File: src/rtl/cpu_fetch_pkg.sv
// cpu_fetch_pkg: shared types and constants for the instruction-fetch sequencer
package cpu_fetch_pkg;

    typedef enum logic [1:0] {RUN, HALTED, ERR} state_e;

    localparam int          WORD_BYTES       = 4;
    localparam logic [31:0] PC_INC           = 32'(WORD_BYTES);
    localparam logic [31:0] RESET_PC_DEFAULT = 32'h0000_0000;

endpackage

File: src/rtl/fetch_queue.sv
// fetch_queue: 2-entry shift FIFO of {pc, inst}; head stays put when it drains empty
module fetch_queue (
    input  logic        clk_i,
    input  logic        rst_i,
    input  logic        push_i,
    input  logic        pop_i,
    input  logic        flush_i,
    input  logic [63:0] din_i,
    output logic [63:0] dout_o,
    output logic [1:0]  count_o
);

    logic [1:0]  count_q;
    logic [63:0] e0_q, e1_q;
    logic        do_pop, do_push;

    assign do_pop  = pop_i && count_q != 2'd0;
    assign do_push = push_i && (count_q != 2'd2 || do_pop);
    assign dout_o  = e0_q;
    assign count_o = count_q;

    // Entry 0 is always the head; popping a lone entry leaves its data visible
    always_ff @(posedge clk_i) begin
        if (rst_i) begin
            count_q <= 2'd0;
            e0_q    <= 64'd0;
            e1_q    <= 64'd0;
        end else if (flush_i) begin
            count_q <= 2'd0;
        end else begin
            if (do_pop && count_q == 2'd2) e0_q <= e1_q;
            if (do_push) begin
                if (count_q == 2'd0 || (do_pop && count_q == 2'd1)) e0_q <= din_i;
                else e1_q <= din_i;
            end
            count_q <= count_q + {1'b0, do_push} - {1'b0, do_pop};
        end
    end

endmodule

File: src/rtl/inst_fetch_ctrl.sv
// inst_fetch_ctrl: PC sequencer feeding decode through a 2-entry fetch queue
module inst_fetch_ctrl
    import cpu_fetch_pkg::*;
#(
    parameter logic [31:0] RESET_PC  = RESET_PC_DEFAULT,
    parameter int          ROM_WORDS = 32,
    parameter int          QDEPTH    = 2
) (
    input  logic        Clk,
    input  logic        Reset,
    output logic [31:0] Addr,
    input  logic [31:0] Inst,
    input  logic        Redirect,
    input  logic [31:0] RedirectPC,
    input  logic        Halt,
    output logic        OutValid,
    input  logic        OutReady,
    output logic [31:0] OutInst,
    output logic [31:0] OutPC,
    output logic        FetchErr
);

    state_e      state_q, state_d;
    logic [31:0] pc_q, pc_d;
    logic        err_q, err_d;
    logic [1:0]  count;
    logic [63:0] head;
    logic        in_range, fetch_ok, push, pop;

    assign Addr     = pc_q;
    assign FetchErr = err_q;
    assign OutValid = count != 2'd0;
    assign OutPC    = head[63:32];
    assign OutInst  = head[31:0];
    assign in_range = {2'b00, pc_q[31:2]} < 32'(ROM_WORDS);
    assign pop      = OutValid && OutReady;
    assign fetch_ok = !Redirect && state_q != ERR && !Halt && in_range;
    assign push     = fetch_ok && (count < 2'(QDEPTH) || pop);

    fetch_queue u_queue (
        .clk_i   (Clk),
        .rst_i   (Reset),
        .push_i  (push),
        .pop_i   (pop),
        .flush_i (Redirect),
        .din_i   ({pc_q, Inst}),
        .dout_o  (head),
        .count_o (count)
    );

    // Next PC / state: redirect wins, then halt, then range fault, else sequential fetch
    always_comb begin
        pc_d    = pc_q;
        state_d = state_q;
        err_d   = err_q;
        if (Redirect) begin
            if (RedirectPC[1:0] == 2'b00) begin
                pc_d    = RedirectPC;
                err_d   = 1'b0;
                state_d = Halt ? HALTED : RUN;
            end else begin
                state_d = ERR;
                err_d   = 1'b1;
            end
        end else if (state_q != ERR) begin
            if (Halt) begin
                state_d = HALTED;
            end else if (!in_range) begin
                state_d = ERR;
                err_d   = 1'b1;
            end else begin
                state_d = RUN;
                pc_d    = push ? pc_q + PC_INC : pc_q;
            end
        end
    end

    // Fetch FSM registers with synchronous reset
    always_ff @(posedge Clk) begin
        if (Reset) begin
            state_q <= RUN;
            pc_q    <= RESET_PC;
            err_q   <= 1'b0;
        end else begin
            state_q <= state_d;
            pc_q    <= pc_d;
            err_q   <= err_d;
        end
    end

endmodule

File: config.mk
export PLATFORM = sky130hd
export DESIGN_NAME = inst_fetch_ctrl
export DESIGN_NICKNAME = d
export VERILOG_FILES = /design/src/rtl/cpu_fetch_pkg.sv /design/src/rtl/fetch_queue.sv /design/src/rtl/inst_fetch_ctrl.sv
export SDC_FILE = /design/constraint.sdc
export NUM_CORES = 1
export LEC_CHECK = 0
export BUFFER_PORTS_ARGS = -buffer_cell sky130_fd_sc_hd__buf_4
export CAP_MARGIN = 10
export CORE_ASPECT_RATIO = 1.25
export CORE_MARGIN = 2
export CORE_UTILIZATION = 57
export DETAILED_ROUTE_END_ITERATION = 12
export GPL_ROUTABILITY_DRIVEN = 0
export PLACE_DENSITY = 0.85
export SLEW_MARGIN = 20
export SYNTH_ARGS = -nofsm -noshare
export SYNTH_HDL_FRONTEND = slang
export SYNTH_SLANG_ARGS = --single-unit
File: constraint.sdc
create_clock -name Clk -period 3.2 [get_ports Clk]
set_input_delay 0.64 -clock Clk [delete_from_list [all_inputs] [get_ports Clk]]
set_output_delay 0.64 -clock Clk [all_outputs]
set_load 0.02 [all_outputs]
== Yosys cells after proc, flatten, opt, wreduce, memory -nomap -nowiden ==
Index checks and enable logic that the tools add are counted.

* Shift operators: 0
* $mul: 0
* Muxes and demuxes: 20
* Div/mod/pow operators: 0
* Bitwise gates (word level): 2
* Magnitude comparators: 2
* Equality and inequality tests: 7
* Add/sub/neg operators: 3
* Reduce and logical (&&, ||, !) cells: 24

{| class="wikitable"
|+ Operator list
! cell !! count
|-
| 2-to-1 mux 32 bit || 6
|-
| 2-to-1 mux 64 bit || 3
|-
| adder 32 x 3 -> 32 bit, second input constant || 1
|-
| less-than comparator 30 x 6 -> 1 bit, second input constant || 1
|-
| 2-to-1 mux 2 bit || 5
|-
| logical AND 1 bit || 9
|-
| inequality test 2 bit, second input constant || 4
|-
| nonzero test 2 bit || 4
|-
| 2-to-1 mux 1 bit || 6
|-
| AND reduction 3 bit || 2
|-
| AND reduction 5 bit || 1
|-
| zero test 2 bit || 2
|-
| logical OR 1 bit || 3
|-
| adder 2 x 1 -> 2 bit || 1
|-
| equality test 2 x 1 -> 1 bit, second input constant || 1
|-
| equality test 2 bit, second input constant || 1
|-
| zero test 1 bit || 2
|-
| less-than comparator 2 bit, second input constant || 1
|-
| inequality test 2 x 1 -> 1 bit, second input constant || 1
|-
| NOT 1 bit || 2
|-
| OR reduction 2 bit || 1
|-
| subtractor 2 x 1 -> 2 bit || 1
|}

* Register bits after elaboration: 165
* Bits in read-only memories: 0
* Memories: 0
* Latch bits: 0
* Logic and storage cells: 64
* RAM bits: 0

== Depth between registers and ports, before layout ==
Gate-level depths: netlist of the first run.

* Depth in word-level cells: 10
* Depth in mapped cells: 9
* Depth with buffers taken out: 6

== By module ==
A second synthesis of the first run with hierarchy kept.

* Cells, all modules: 880
* Area, all modules: 7,168.1 um^2

{| class="wikitable"
|+ Modules (own cells, without submodules)
! module !! cells each !! area each (um^2) !! times used
|-
| fetch_queue || 655 || 5,267.6 || 1
|-
| inst_fetch_ctrl || 225 || 1,900.6 || 1
|}

== Worst setup path after synthesis of the first run ==
Ideal clock, no wire load.

* Kind: flip-flop to flip-flop
* From: register pc_q[2] (netlist: Addr[2])
* To: register pc_q[22] (netlist: Addr[22])
* Path buffers: 0
* Setup slack: 1.107 ns
* Arrival: 1.952 ns
* Clock period less this slack: 2.093 ns
* Cell stages (with the launch flop): 7
* Cell sequence: dfxtp_1 -> ha_1 -> nand3_2 -> or3_4 -> or3_1 -> o32ai_2 -> a221oi_1

* Longest elaborated chain between the ends: 6
* Elaborated cells on any way between the ends: 12
* Those cells by class: add/sub: 1; order compare: 1; mux: 5; reduce/logical: 5

{| class="wikitable"
|+ Ends and longest elaborated chain
! element !! RTL line !! RTL
|-
| start, declared || inst_fetch_ctrl.sv:24 || <nowiki>logic [31:0] pc_q, pc_d;</nowiki>
|-
| start signal, assigned || inst_fetch_ctrl.sv:86 || <nowiki>pc_q <= pc_d;</nowiki>
|-
| adder 32 x 3 -> 32 bit || inst_fetch_ctrl.sv:73 || <nowiki>pc_d = push ? pc_q + PC_INC : pc_q;</nowiki>
|-
| 2-to-1 mux 32 bit || inst_fetch_ctrl.sv:73 ||
|-
| 2-to-1 mux 32 bit || inst_fetch_ctrl.sv:68 || <nowiki>end else if (!in_range) begin</nowiki>
|-
| 2-to-1 mux 32 bit || inst_fetch_ctrl.sv:66 || <nowiki>if (Halt) begin</nowiki>
|-
| 2-to-1 mux 32 bit || inst_fetch_ctrl.sv:65 || <nowiki>end else if (state_q != ERR) begin</nowiki>
|-
| 2-to-1 mux 32 bit || inst_fetch_ctrl.sv:56 || <nowiki>if (Redirect) begin</nowiki>
|}

Several ways; a longest one is shown, not always the timed one. The select of a mux whose other input is x is not followed.
A chain may end at the register's enable or synchronous reset.

== Worst setup path in the final report of the first run ==
* From: register pc_q[3] (netlist: Addr[3])
* To: register pc_q[22] (netlist: Addr[22])

The elaborated chain is that of the path after synthesis.

==> metrics.txt, run 1 <==
CP cell instances=ha_1 > nand3_2 > or3_4 > or3_1 > o32ai_2 > a221oi_1; Synth Area in XOR/XNOR=less than 1%; die area=~13000 um^2; core area=between 10000 and 15000 um^2; Max stage delay on crit path=~470 ps; clk_lat worst skew=420 ps; EDFF count, synth=0; Worst Hold Depth=3; Tmin final=2360 ps; CP Launch Point=Addr[3]$_SDFFE_PP0P_; post-synth top area share=49.9%; CTS Root Cell=clkbuf_16; Row Count=44; WL per Instance=about 17 um; CTS tree=yes; CP required=3460 ps; first-pass GRT wire length=30300 um; fmax=424 MHz; Sequential Power Share=around 45%; startpoint types=flop; Slew HR=a little over two fifths; post-synthesis simple-gate area fraction=between 20% and 30%; CP Class=reg -> reg; clock share of power=46.4%; CTS sink cnt=around 170; post-CTS sizing=0; DR iter-0 viols=533; R2R setup slack=roughly 840 ps; Synth Instances=between 700 and 800; H-Tree Depth=4; FFs w/ async S/R, synth=0%; Yosys cell types=50; Initial Util=between 50% and 60%; adder-cell share of the synthesized area=less than 1%; period utilisation layout=between 70% and 80%; hpwl dp=around 12000 um; RSZ-0062 raised after global routing=false; layout cell share with drive strength beyond 1=between 20 and 30%; M2 GR Usage=about half; Seq/Total Area, Yosys=about half; status=finished, final reports clean; hold path start=Inst[18]; worst r2r path cells=6; largest area contributor in the netlist=dfxtp_1; post-route insts no fill=between 1000 and 1500; pin count of the biggest net entering global routing=66; antenna-violating nets left=0; Post-Syn Area=about 6600 um^2; commonest cells in the netlist=dfxtp_1, nand2_1, nand3_1; mux cell area share after synthesis=less than 1%; combinational share of power=approximately 8.6%; chip width=about 100 um; Synth Flop Type=dfxtp_1; final count of hold timing violations=0; Compound-Gate Fraction of Synth Area=a little under 20%; arrival time of the worst setup path=~2600 ps; worst-margin pin slew=858 ps; Avg Cell Area, Syn=~8.4 um^2; switching power=~1100 uW; sw frac=a little under a quarter; synthesis-stage register bit count=165; Hold WC Path Type=in -> reg; most frequent cell after synthesis=dfxtp_1; final setup fails=0; Pwr per Cell Area=roughly 550 nW/um^2; Ys Warns=0; reg2reg start=Addr[3]$_SDFFE_PP0P_; met3 usage=6.23%; GR Layer Usage met1=roughly 38%; max-cap check violation count=0; IO buf count=between 150 and 200; leakage=0.00324 uW; GRT overflow=0; Area Growth Syn to Fin=29.5%; largest family of logic cells by synthesized area=simple AND/OR/NAND/NOR gates; antenna violations before repair=0; GRT busiest layer=met2; die height=125 um; CTS buffer count=17; final wirelength=between 15000 and 20000 um; Setup crit end kind=flop; Residual DRC=0; Worst Path Max Fanout=6; GRT Util Overall=between 20% and 30%; clk_skew=between 10 and 15 ps; Worst-path clk slew=60 ps; Synth area leaders=dfxtp_1, nand3_1, a22oi_1; I/O pins=167; vias in the first global route=6305; maximum VDD drop=about 0.00046 V; fin. max-slew vios=0; cell total after placement=a little over 1000; setup repair bufs after CTS=0; Setup TNS=0 ps; Initial DRT Pass Iterations=7; CTS Hold Bufs=0; CP max-delay cell=dfxtp_1; Synth Net Count=around 860; Int Power=3620 uW; Reg2Reg Capture Point=Addr[22]$_SDFFE_PP0P_; # diodes=0; DR vias=~6600; Clock Path Buffers=2; Hold EP=u_queue.dout_o[18]$_SDFFE_PP0N_; Via density=6.21; nets@finish=between 900 and 1000
[final cells by class]
class / instances / area, um^2
Tap cell: 138 / 173
Clock buffer: 19 / 453
Timing Repair Buffer: 183 / 1400
Clock inverter: 13 / 194
Fill cell: 846 / 2870
Inverter: 4 / 15.0
Sequential cell: 165 / 3300
Multi-Input combinational cell: 546 / 3040
[power by group through the flow]
stage	Combinational (uW)	Sequential [uW]	Clock [uW]
after floorplan	178	2210	0
after global placement	393	2180	0
after detailed placement	403	2180	0
after CTS	405	2130	2220
after global routing	439	2140	2310
final	408	2130	2200
[per-stage QoR]
stage                     power, uW  instance area, um^2  hold WS, ps  util (%)  worst slack (ps)
final                          4750                 8580          454      74.9               841
after global routing           4880                 8580          449      74.9               720
after CTS                      4760                 8560          441      74.7               898
after detailed placement       2580                 7910          446      69.1               678
after global placement         2570                 7910          442      69.1               761
after floorplan                2390                 6630          431         -              1110
[placed cells by master, fill, tap and decap left out, types with 2 or more instances in the layout]
cell         n
inv_6        3
nor3b_1      4
or3_1        3
inv_1        4
a211oi_1     8
o21ai_0      3
nand3_2      4
nand4_1      4
ha_1         2
nand3b_1     2
nand3_1    117
bufinv_16    4
and3_1       5
clkinv_4     4
or2_2        2
o21a_1       2
o22ai_1      4
nor4_1       5
nor3_2       2
xnor2_1      2
nand2_1    122
a22oi_1     67
a221oi_1     2
a31oi_1     25
and2_1      27
buf_4      181
o211ai_1     3
nor3_1      10
nor2_1      15
clkbuf_16   17
clkbuf_8     2
buf_12       2
nand4b_1     2
dfxtp_1    165
and4_1       2
a21oi_1     83
nor2b_1      2
[how the worst max path moves through the flow]
stage	endpoint	slack, ps	cells after the start
2_1_floorplan	Addr[22]$_SDFFE_PP0P_	1110	6
3_3_place_gp	u_queue.dout_o[34]$_SDFFE_PP0N_	760	7
3_5_place_dp	Addr[22]$_SDFFE_PP0P_	680	5
4_1_cts	Addr[22]$_SDFFE_PP0P_	900	6
5_1_grt	Addr[22]$_SDFFE_PP0P_	720	6
6_report	Addr[22]$_SDFFE_PP0P_	840	6
[critical path: cells and delay by family, from the launching register on]
family / cells / cell delay, ps
simple gates: 3 / 1050
fa+ha+maj: 1 / 270
compound gates: 2 / 400
flops: 1 / 470
[flip-flops by register name, summed over array words and instances (netlist names)]
name	cells
u_queue.dout_o	64
u_queue.count_o	2
FetchErr	1
u_queue.e1_q	64
Addr	32
state_q	2
[cell families after synthesis]
kind of cell    Yosys count
compound gates          203
xor+xnor                  2
fa+ha+maj                 2
buf+inv                  74
flops                   165
mux                       1
simple gates            338
[routing by layer]
| layer | wire, um | part of all wire, % | vias up |
|---|---|---|---|
| met2 | 9320 | 50 | 321 |
| met1 | 7300 | 39 | 3172 |
| li1 | - | - | 3098 |
| met4 | 525 | 2.8 | 0 |
| met5 | 0 | 0 | - |
| met3 | 1480 | 7.9 | 44 |
(Power assumes the default switching activity.)
==> inputs of run 2 (changes only) <==
Settings changed: ABC_AREA from default to 1, CORE_UTILIZATION 57 to 50, PLACE_DENSITY 0.85 to 0.77.
Clock period 3.2 ns to 2.15 ns, I/O delays scaled along.
==> run 2 against run 1 <==
Effect of this change:
- synthesized cell count increased by 61%
- critical endpoint is now u_queue.dout_o[47]$_SDFFE_PP0N_
- clock power increased by 37%
- clock skew decreased by 2.3 ps
- register-to-register slack got worse by 700 ps
- count of clock-buffer cells in the layout increased by 1
- global-route usage decreased by 4.4 points
- die area increased by 41%
- wire length increased by 21%
- via count increased by 27%
- synthesized area increased by 25%
- final cell count increased by 53%
==> metrics.txt, run 2 <==
Avg Cell Area, Syn=roughly 6.6 um^2; vias in the first global route=approximately 8000; RSZ-0062 raised after global routing=false; Synth Instances=approximately 1300; Tmin final=2000 ps; DP Area=9790 um^2; crit-path leading delay family=simple AND/OR/NAND/NOR gates; I/O pins=about 170; antenna-violating nets left=0; largest area contributor in the netlist=dfxtp_1; Area Growth Syn to Fin=24.9%; Int Power=roughly 5100 uW; hold slack=between 200 and 250 ps; Synth Flop Type=dfxtp_1; pin count of the biggest net entering global routing=between 50 and 60; final wirelength=~23000 um; layout cell share with drive strength beyond 1=about 18%; Initial DRT Pass Iterations=6; post-route cell area=just over 10000 um^2; Ys Warns=0; max-cap check violation count=0; Setup TNS=0 ps; Residual DRC=0; CTS Hold Bufs=0; Setup crit end kind=flop; first-pass GRT wire length=about 37000 um; Synth area leaders=dfxtp_1, nand2_1, o21ai_0; Slew HR=approximately two thirds; post-synth top area share=a little under 40%; worst-margin pin slew=just over 500 ps; CP required=2470 ps; die area=around 18000 um^2; IO buf count=around 170; startpoint types=flop; Row Count=52; # diodes=0; CP max-delay cell=dfxtp_1; status=finished, final reports clean; Synth Net Count=1333; maximum VDD drop=between 0.0004 and 0.0005 V; Worst Path Max Fanout=25; final count of hold timing violations=0; WL per Instance=approximately 14 um; sw frac=between 20% and 30%; Seq/Total Area, Yosys=approximately two fifths; most frequent cell after synthesis=nand2_1; fin. max-slew vios=0; synthesis-stage register bit count=165; antenna violations before repair=0; Max stage delay on crit path=between 300 and 400 ps; core area=16200 um^2; FFs w/ async S/R, synth=0%; GRT Util Overall=between 20% and 30%; Pwr Total=approximately 7000 uW; post-CTS sizing=0; chip width=~120 um; clk_lat worst skew=around 430 ps; pre-CTS setup slack=about 210 ps; Pwr per Cell Area=between 600 and 700 nW/um^2; DR iter-0 viols=around 710; CP Class=reg -> reg; nets@finish=roughly 1500; WP buf/inv=1; Initial Util=between 50 and 60%; Worst-path clk slew=70 ps; combinational share of power=~10%; EDFF count, synth=0; switching power=about 1800 uW; CP cell instances=nor2_1 > nand3_1 > nor2_1 > nand4_4 > inv_2 > nand2_2 > nand3_1 > nand2_1; final-layout fill cell count=1475; setup slack after layout=between 100 and 150 ps; period utilisation layout=93.2%; Clock Path Buffers=2; leading cell type in the layout, fill and taps excluded=nand2_1; CTS sink cnt=165; GRT overflow=0; CTS tree=yes; final setup fails=0; hpwl dp=15200 um; Storage cell area=3300 um^2; commonest cells after routing, fill and taps aside=nand2_1, buf_4, dfxtp_1; setup repair bufs after CTS=0; CTS buffer count=17; Via density=a little over 5; arrival time of the worst setup path=approximately 2300 ps; die height=148 um; Hold WC Path Type=in -> reg; Yosys cell types=33; leakage=0.00468 uW; DR vias=approximately 8400; Sequential Power Share=a little under half; multi-input logic area=about 4200 um^2; CTS Root Cell=clkbuf_16; Post-Syn Area=8300 um^2; clock share of power=a little over two fifths; clk_skew=approximately 8.8 ps; H-Tree Depth=4; commonest cells in the netlist=nand2_1, dfxtp_1, o21ai_0; fmax=between 400 and 500 MHz
run 2: cell count changes in the layout (fill, tap and decap cells not counted), sizes merged, moves of 16 or more:
cell,change
a21oi,-55
nand2,+275
inv,+101
nor2,+148
a31oi,-24
and2,-27
a22oi,-63
nor3,+16
nand3,-52
o21ai,+163
mux2i,+34
run 2: logic make-up (layout without fill, tap and decap cells):
kind of cell | count (synthesis) | after routing | synth area share, %
adder cells (fa/ha/maj) | 2 | 2 | 0.301
AO/OA/AOI/OAI | 203 | 203 | 12.6
buffers and inverters | 181 | 333 | 9.97
AND/OR/NAND/NOR | 673 | 673 | 32.8
multiplexers | 35 | 35 | 4.22
flip-flops | 165 | 165 | 39.8
XOR/XNOR | 3 | 3 | 0.316
run 2: worst paths after layout:
| path | end | cells after the start | slack, ps | start |
|---|---|---|---|---|
| worst max-delay path | u_queue.dout_o[47]$_SDFFE_PP0N_ | 8 | 150 | Addr[26]$_SDFFE_PP0P_ |
| worst min register to register | u_queue.e1_q[47]$_SDFFE_PP0P_ | 2 | 440 | u_queue.e1_q[47]$_SDFFE_PP0P_ |
| worst max register to register | u_queue.dout_o[47]$_SDFFE_PP0N_ | 8 | 150 | Addr[26]$_SDFFE_PP0P_ |
| worst min-delay path | u_queue.e1_q[12]$_SDFFE_PP0P_ | 3 | 240 | Inst[12] |
run 2: worst register-to-register path, delay by kind of cell (launching register included):
kind | cells | cell delay, ps
AND/OR/NAND/NOR | 7 | 1320
buffers and inverters | 1 | 190
flip-flops | 1 | 390
run 2: power by group through the flow:
stage / Sequential, uW / Combinational [uW] / Clock [uW]
after floorplan: 3270 / 336 / 0
after global placement: 3230 / 676 / 0
after detailed placement: 3230 / 683 / 0
after CTS: 3160 / 684 / 3060
after global routing: 3160 / 745 / 3180
final: 3160 / 686 / 3020
run 2: per-stage QoR:
| stage | std cells | utilization [%] |
|---|---|---|
| floorplan | 1262 | - |
| global placement | 1598 | 60.4 |
| detailed placement | 1598 | 60.4 |
| CTS | 1630 | 64.0 |
| global route | 1630 | 64.0 |
| finish | 1630 | 64.0 |
run 2: layout make-up:
| type | instances | share of cell area, % |
|---|---|---|
| well taps | 216 | 2.60 |
| flip-flops and latches | 165 | 31.8 |
| multi-input cells | 916 | 40.7 |
| inverters | 105 | 3.82 |
| repair buffers | 196 | 15.4 |
| clock buffers | 20 | 4.50 |
| clock inverters | 12 | 1.15 |
run 2: routing by layer:
metal	GRT usage (%)	vias to the layer above	share of wire [%]
met1	31.3	3836	43
met4	10.8	0	2.6
met3	4.37	45	5.2
met2	43.4	266	49
li1	-	4284	-
met5	0	-	0
